## config.mk

```make
export PLATFORM = sky130hd
export DESIGN_NAME = sub64_seq
export DESIGN_NICKNAME = d
export VERILOG_FILES = /design/src/rtl/alu_pkg.sv /design/src/rtl/fullsub_16.sv /design/src/rtl/sub64_seq.sv
export SDC_FILE = /design/constraint.sdc
export NUM_CORES = 1
export LEC_CHECK = 0
export ABC_AREA = 1
export BUFFER_PORTS_ARGS = -buffer_cell sky130_fd_sc_hd__buf_2
export CORE_AREA = 5 5 188 99
export DETAILED_ROUTE_END_ITERATION = 8
export DIE_AREA = 0 0 193 104
export PLACE_DENSITY = 0.81
export SYNTH_ARGS = -nofsm -noshare
export SYNTH_HDL_FRONTEND = slang
export SYNTH_HIERARCHICAL = 1
export SYNTH_SLANG_ARGS = --single-unit
```

## constraint.sdc

```tcl
create_clock -name clk -period 12.4 [get_ports clk]
set_input_delay 1.24 -clock clk [delete_from_list [all_inputs] [get_ports clk]]
set_output_delay 1.24 -clock clk [all_outputs]
set_load 0.01 [all_outputs]
```

## src/rtl/alu_pkg.sv

```systemverilog
// Shared ALU constants and the FSM state type used by the sequential
// subtractor and its slice.
package alu_pkg;

  localparam int WIDTH  = 64;
  localparam int SLICE  = 16;
  localparam int NSLICE = WIDTH / SLICE;
  localparam int IDXW   = $clog2(NSLICE);

  typedef enum logic [1:0] {
    IDLE = 2'd0,
    RUN  = 2'd1,
    DONE = 2'd2
  } state_e;

endpackage

```

## src/rtl/fullsub_16.sv

```systemverilog
// Combinational 16-bit ripple-borrow subtract slice: {bout, diff} = a - b - bin.
module fullsub_16
  import alu_pkg::*;
(
  input  logic [SLICE-1:0] a,
  input  logic [SLICE-1:0] b,
  input  logic             bin,
  output logic [SLICE-1:0] diff,
  output logic             bout
);

  always_comb begin
    logic br;
    br   = bin;
    diff = '0;
    for (int k = 0; k < SLICE; k++) begin
      diff[k] = a[k] ^ b[k] ^ br;
      br      = (~a[k] & b[k]) | (~a[k] & br) | (b[k] & br);
    end
    bout = br;
  end

endmodule

```

## src/rtl/sub64_seq.sv

```systemverilog
// Sequential WIDTH-bit subtractor: one SLICE-bit slice per clock with the
// borrow held in a register, valid/ready on both sides.
module sub64_seq
  import alu_pkg::*;
#(
  parameter int WIDTH = 64,
  parameter int SLICE = 16
) (
  input  logic             clk,
  input  logic             rst_n,
  input  logic             in_valid,
  output logic             in_ready,
  input  logic [WIDTH-1:0] a,
  input  logic [WIDTH-1:0] b,
  input  logic             bin,
  output logic             out_valid,
  input  logic             out_ready,
  output logic [WIDTH-1:0] diff,
  output logic             bout,
  output logic             ovf,
  output logic             zero
);

  // Handshake: a transfer happens on a rising edge where valid and ready are
  // both high; valid never drops and data never changes until that edge.
  // WIDTH must equal SLICE*NS; the slice datapath is fixed at 16 bits.
  localparam int NS = WIDTH / SLICE;
  localparam int IW = $clog2(NS);

  state_e state_q, state_d;

  logic [IW-1:0]          idx_q;
  logic                   borrow_q;
  logic [NS-1:0][SLICE-1:0] a_q, b_q, diff_q;
  logic                   bout_q, ovf_q, zero_q;

  logic [SLICE-1:0]         sd;
  logic                     sbo;
  logic [NS-1:0][SLICE-1:0] diff_nx;
  logic                     last_slice;
  logic                     ovf_nx;

  fullsub_16 u_slice (
    .a    (a_q[idx_q]),
    .b    (b_q[idx_q]),
    .bin  (borrow_q),
    .diff (sd),
    .bout (sbo)
  );

  assign last_slice = (idx_q == IW'(NS - 1));

  // Full result as it will look after this cycle's slice is written.
  always_comb begin
    diff_nx        = diff_q;
    diff_nx[idx_q] = sd;
  end

  assign ovf_nx = (a_q[NS-1][SLICE-1] ^ b_q[NS-1][SLICE-1]) &
                  (a_q[NS-1][SLICE-1] ^ diff_nx[NS-1][SLICE-1]);

  always_comb begin
    state_d = state_q;
    case (state_q)
      IDLE:    if (in_valid)  state_d = RUN;
      RUN:     if (last_slice) state_d = DONE;
      DONE:    if (out_ready) state_d = IDLE;
      default: state_d = IDLE;
    endcase
  end

  always_ff @(posedge clk or negedge rst_n) begin
    if (!rst_n) state_q <= IDLE;
    else        state_q <= state_d;
  end

  always_ff @(posedge clk or negedge rst_n) begin
    if (!rst_n) begin
      idx_q    <= '0;
      borrow_q <= 1'b0;
      a_q      <= '0;
      b_q      <= '0;
      diff_q   <= '0;
      bout_q   <= 1'b0;
      ovf_q    <= 1'b0;
      zero_q   <= 1'b0;
    end else begin
      case (state_q)
        IDLE: begin
          if (in_valid) begin
            a_q      <= a;
            b_q      <= b;
            borrow_q <= bin;
            idx_q    <= '0;
          end
        end
        RUN: begin
          diff_q   <= diff_nx;
          borrow_q <= sbo;
          if (last_slice) begin
            bout_q <= sbo;
            ovf_q  <= ovf_nx;
            zero_q <= (diff_nx == '0);
          end else begin
            idx_q <= idx_q + IW'(1);
          end
        end
        default: ;
      endcase
    end
  end

  assign in_ready  = (state_q == IDLE);
  assign out_valid = (state_q == DONE);
  assign diff      = diff_q;
  assign bout      = bout_q;
  assign ovf       = ovf_q;
  assign zero      = zero_q;

endmodule

```

# Word level (Yosys, flattened, before mapping)
# Index checks and enable logic that the tools add are counted.
# Widths: inputs -> output; s select.
[op_classes] n_mux=16 addsub=1 n_lt_le_gt_ge=2 n_eq_ne=7 reduce_logical=9 bitwise_logic=131
[ops] cell="$bmux 16 s2" n=2
[ops] cell="$bwmux 64" n=1
[ops] cell="$logic_not 64->1" n=1
[ops] cell="$and 1x1->1" n=49
[ops] cell="$mux 16" n=3
[ops] cell="$xor 1x1->1" n=34
[ops] cell="$demux 16 s2" n=1
[ops] cell="$or 1x1->1" n=32
[ops] cell="$not 1->1" n=16
[ops] cell="$mux 2" n=5
[ops] cell="$ne 2x2->1 const B" n=3
[ops] cell="$pmux 2 s3" n=1
[ops] cell="$reduce_and 2->1" n=3
[ops] cell="$reduce_and 3->1" n=2
[ops] cell="$eq 2x2->1 const B" n=2
[ops] cell="$pmux 2 s2" n=1
[ops] cell="$lt 2x3->1 const B" n=1
[ops] cell="$add 2x1->2 const B" n=1
[ops] cell="$eq 2x1->1 const B" n=1
[ops] cell="$ge 2x1->1 const B" n=1
[ops] cell="$logic_not 2->1" n=1
[ops] cell="$ne 2x1->1 const B" n=1
[ops] cell="$pmux 1 s2" n=1
[ops] cell="$reduce_bool 2->1" n=1
[ops] cell="other kinds (2)" n=2
[word_totals] inputBits=133 word_cells=184 output_inout_bits=69 register_bits=200

# Longest topological paths before layout
[depth] word_depth=52 depth_mapped=34 mapped_depth_nobuf=31

# Modules after synthesis
# Netlist, hierarchy kept.
[modules_own_cells] mod="sub64_seq" seq_area_each_um2=5004.8 cells_per_inst=1243 area_each_um2=9425.3 instances=1
[modules_own_cells] mod="fullsub_16" seq_area_each_um2=0.0 cells_per_inst=50 area_each_um2=447.9 instances=1

# Worst setup path before layout
# Ideal clock, no wire load.
[synth_path] path_kind="reg-to-reg" startpoint="reg idx_q[0]" endpoint="reg zero_q, in the netlist zero" slack_ps=4550 synth_period_minus_slack_ps=7850 arrival_time_ps=7785 path_stages_with_launch=33 n_path_buf=2 t_required_ps=12335 setup_ps=65 cell_sequence="dfrtp_1 -> buf_2 -> inv_1 -> clkbuf_1 -> nor2_1 -> o22ai_1 -> fa_1 -> inv_1 -> fa_1 -> fa_1 -> fa_1 -> fa_1 -> fa_1 -> fa_1 -> fa_1 -> fa_1 -> fa_1 -> fa_1 -> fa_1 -> fa_1 -> fa_1 -> fa_1 -> inv_1 -> fa_1 -> nand2_1 -> nand2_1 -> nor2_1 -> nand2_1 -> nor2_1 -> nand2_1 -> nor2_1 -> nand2_1 -> nand2_1"
[synth_via] elab_chain_cells=51 word_cells_on_any_way=135 classes_between="2 x order compare; 1 x eq/ne; 7 x mux; 122 x bitwise; 3 x reduce/logical"
[synth_rtl] item="start, declared" line_no="sub64_seq.sv:32" rtl="logic [IW-1:0] idx_q;"
[synth_rtl] item="start signal, assigned" line_no="sub64_seq.sv:105" rtl="idx_q <= idx_q + IW'(1);"
[synth_rtl] item="$bmux 16 s2" line_no="sub64_seq.sv:44" rtl=".a (a_q[idx_q]),"
[synth_rtl] item="$mux 16 (not written as such)" line_no="sub64_seq.sv:44"
[synth_rtl] item="$not 1->1" line_no="fullsub_16.sv:18" rtl="br = (~a[k] & b[k]) | (~a[k] & br) | (b[k] & br);"
[synth_rtl] item="$and 1x1->1" line_no="fullsub_16.sv:18"
[synth_rtl] item="$or 1x1->1 (2 in series)" line_no="fullsub_16.sv:18"
[synth_rtl] item="$and 1x1->1" line_no="fullsub_16.sv:18"
[synth_rtl] item="$or 1x1->1 (2 in series)" line_no="fullsub_16.sv:18"
[synth_rtl] item="$and 1x1->1" line_no="fullsub_16.sv:18"
[synth_rtl] item="[32 not listed]"
[synth_rtl] item="$and 1x1->1" line_no="fullsub_16.sv:18"
[synth_rtl] item="$or 1x1->1 (2 in series)" line_no="fullsub_16.sv:18"
[synth_rtl] item="$and 1x1->1" line_no="fullsub_16.sv:18"
[synth_rtl] item="$or 1x1->1 (2 in series)" line_no="fullsub_16.sv:18"
[synth_rtl] item="$xor 1x1->1 (*)" line_no="fullsub_16.sv:17" rtl="diff[k] = a[k] ^ b[k] ^ br;"
[synth_rtl] item="via sd[15]" line_no="sub64_seq.sv:37" rtl="logic [SLICE-1:0] sd;"
[synth_rtl] item="$bwmux 64 (*)" line_no="sub64_seq.sv:56" rtl="diff_nx[idx_q] = sd;"
[synth_rtl] item="$logic_not 64->1 (*)" line_no="sub64_seq.sv:103" rtl="zero_q <= (diff_nx == '0);"
[synth_rtl] item="end signal, assigned" line_no="sub64_seq.sv:103"
[synth_rtl] item="end, declared" line_no="sub64_seq.sv:35" rtl="logic bout_q, ovf_q, zero_q;"
# Mark *: on every way through the listed nets, which the timed path passes. The rest lies on a longest branch. The select of a mux whose other input is x is not followed.
# A chain may end at the register's enable or synchronous reset.

# Final worst setup path
[layout_path] startpoint="reg idx_q[1]" endpoint="reg zero_q, in the netlist zero"
# Same word-level chain as after synthesis.

==> impl_results.md <==
- Outcome: finished, final reports clean
- Clk root buf: sky130_fd_sc_hd__clkbuf_16
- Average wire length per cell after detail routing: 17.2 um
- Mapped Cells: between 1000 and 1500
- Total GRT Usage: 29.3%
- Mean instance size in the synthesized netlist: 7.64 sq um
- Clock slew at the register clock pins of the worst setup and hold paths: around 80 ps
- Boundary Pins: around 200
- Htree depth: 4
- Antenna diodes: 0
- Warnings, synthesis: 6
- Cell Area, Synth: a little under 10000 sq um
- Most frequent cell on the critical path: sky130_fd_sc_hd__fa_1
- Sum Neg Setup Slack: 0 ps
- Number of port buffers: between 200 and 250
- DR vias: 9086
- Critical path type: reg -> reg
- Final HPWL from detailed placement: between 20 and 25 mm
- Startpoint class of the critical path: flop
- Vert. Die Dim: around 100 um
- Unrepaired setup endpoints after global routing: no
- Post-DR vias/cell: between 5 and 6
- Die Wd: 193 um
- Vias in the first global route: about 8500
- Net count of the mapped netlist: around 1400
- Maximum number of pins on one net before global-route repair: around 130
- First-pass DRT Iterations: 8
- Commonest non-fill, non-tap cell in the layout: sky130_fd_sc_hd__nand2_1
- Total Die Area: between 20000 and 25000 sq um
- Slowest cell on the critical path: sky130_fd_sc_hd__inv_1
- Remaining antenna violation count after routing: 0
- Routability cong.: between 0.9 and 1
- # hold bufs at CTS: 0
- Floorplan Core Area: roughly 17000 sq um
- Number of register bits inferred by synthesis: 200
- Synth-to-layout area growth: 16.5%
- Initial cell density of the core: about 58%
- Required time reported for the critical path endpoint: 12780 ps
- Setup fix buffers added after clock tree synthesis: 0
- Fin nets: 1600
- DRT Wirelength: between 20 and 30 mm
- Xor and xnor area share after synthesis: 0%
- Number of hold violations in the final report: 0
- Rel. slew slack: roughly 22%
- Max Clk Rate: roughly 120 MHz
- Total of cells resized after clock tree synthesis: 0
- Final setup viols: 0
- Share of layout cells above drive strength 1: between 10% and 20%
- Clock period minus final worst setup slack: just under 9000 ps
- First-pass GRT wire length: around 46 mm
- Worst endpoint data arrival time: about 9100 ps
- Multiplexer area fraction after synthesis: 0%
- # clock sinks: 200
- Hold WC Path Type: reg -> reg
- Fraction of the mapped netlist area in simple logic gates: about 28%
- Post-synthesis adder-cell area fraction: 3.88%
- Deepest clock path buffer count: 2
- Seq/Total Area, Yosys: between 50% and 60%
- Number of DRC markers after the initial detailed-route iteration: roughly 1100
- Most used cells in the layout excluding fill and tap cells: 567 x sky130_fd_sc_hd__nand2_1, 200 x sky130_fd_sc_hd__buf_2, 199 x sky130_fd_sc_hd__dfrtp_1, 151 x sky130_fd_sc_hd__nor2_1, 117 x sky130_fd_sc_hd__o21ai_0
- Final Max Tran Viols: 0
- Number of CTS-inserted buffers: 17
- Remaining global-route overflow: 0
- Critical-path maximum fanout: 35
- Depth of the worst register-to-register path: 30
- Post-route DRC violation count: 0
- Final cycle utilization of the critical path: 70.0%
- Max-cap violations: 0
- Number of instances on the worst hold path: 2
- Count of cell types in the netlist: 20
- Largest stage delay, worst path: 730 ps
- Worst Max-Slew Pin Slew: 1170 ps
- Core Rows: 34
- Complex-gate fraction of the synthesized area: between 10 and 15%
- Post-Route Skew: between 10 and 15 ps
- Antenna violations before repair: 1
- Type of element capturing the critical path: flop
- Clock latency at the later pin of the worst-skew pair: between 400 and 500 ps
- Combinational family with the most area after synthesis: simple AND/OR/NAND/NOR gates
- TritonCTS clock tree: done
-- kinds of logic after synthesis --
kind of cell / Yosys count
buf+inv: 146
flops: 200
compound gates: 195
fa+ha+maj: 21
simple gates: 731
-- through the flow --
stage | hold slack (ps) | instance area, sq um | setup WS, ps | utilization [%] | cells
2_1_floorplan | 444 | 9870 | 4550 | - | 1293
5_1_grt | 490 | 11500 | 3210 | 68.1 | 1691
3_3_place_gp | 458 | 10900 | 4030 | 64.4 | 1661
4_1_cts | 480 | 11500 | 3820 | 68.1 | 1691
6_report | 481 | 11500 | 3730 | 68.1 | 1691
3_5_place_dp | 461 | 10900 | 3840 | 64.4 | 1661
-- flip-flops by register name (all words and copies together), names as in the netlist --
register / count
idx_q: 2
state_q: 2
borrow_q: 1
zero: 1
diff: 64
bout: 1
a_q: 64
b_q: 64
ovf: 1
-- critical path: cells and delay by family (launching register included) --
kind                       cells  cell delay (ps)
AOI/OAI and AO/OA              2              470
buffers and inverters          4              950
and+or+nand+nor                8              630
DFF                            1              380
adders and majority gates     16             6170
-- metal layers --
layer	up-vias	part of all wire (%)	global-route usage (%)
met1	4195	47	47.8
met3	39	13	9.59
met4	2	1.5	6.31
li1	4353	-	-
met5	-	0.045	0
met2	497	38	37.6
-- Yosys cell counts, drive strengths merged --
| library cell | instances | area share (%) |
|---|---|---|
| nand2 | 576 | 22 |
| dfrtp | 200 | 51 |
| nor2 | 152 | 5.8 |
| o21ai | 121 | 6.1 |
| inv | 73 | 2.8 |
| buf | 53 | 3.0 |
| a31oi | 39 | 2.5 |
| o22ai | 33 | 2.1 |
| clkbuf | 20 | 0.76 |
| fa | 16 | 3.2 |
| ha | 5 | 0.63 |
| nand3 | 3 | 0.15 |
| a21oi | 1 | 0.051 |
| o31ai | 1 | 0.076 |
-- area by class of cell --
| class | count | area, sq um |
|---|---|---|
| clock inverters | 11 | 198 |
| repair buffers | 207 | 1060 |
| multi-input cells | 947 | 4230 |
| clock buffers | 19 | 433 |
| flip-flops and latches | 200 | 5010 |
| inverters | 73 | 279 |
| fillers | 1408 | 5390 |
| well taps | 234 | 293 |
-- worst paths after layout --
path	slack (ps)	end	from
worst max-delay path	3730	zero$_DFFE_PN0P_	idx_q[1]$_DFFE_PN0P_
worst min-delay path	480	b_q[32]$_DFFE_PN0P_	b_q[32]$_DFFE_PN0P_
worst max register to register	3730	zero$_DFFE_PN0P_	idx_q[1]$_DFFE_PN0P_
worst min register to register	480	b_q[32]$_DFFE_PN0P_	b_q[32]$_DFFE_PN0P_
max in group asynchronous	9890	idx_q[0]$_DFFE_PN0P_	rst_n
min in group asynchronous	990	a_q[35]$_DFFE_PN0P_	rst_n
Power is not shown: default switching activity piles up to over one toggle a cycle in this logic, so the estimate is an artifact.
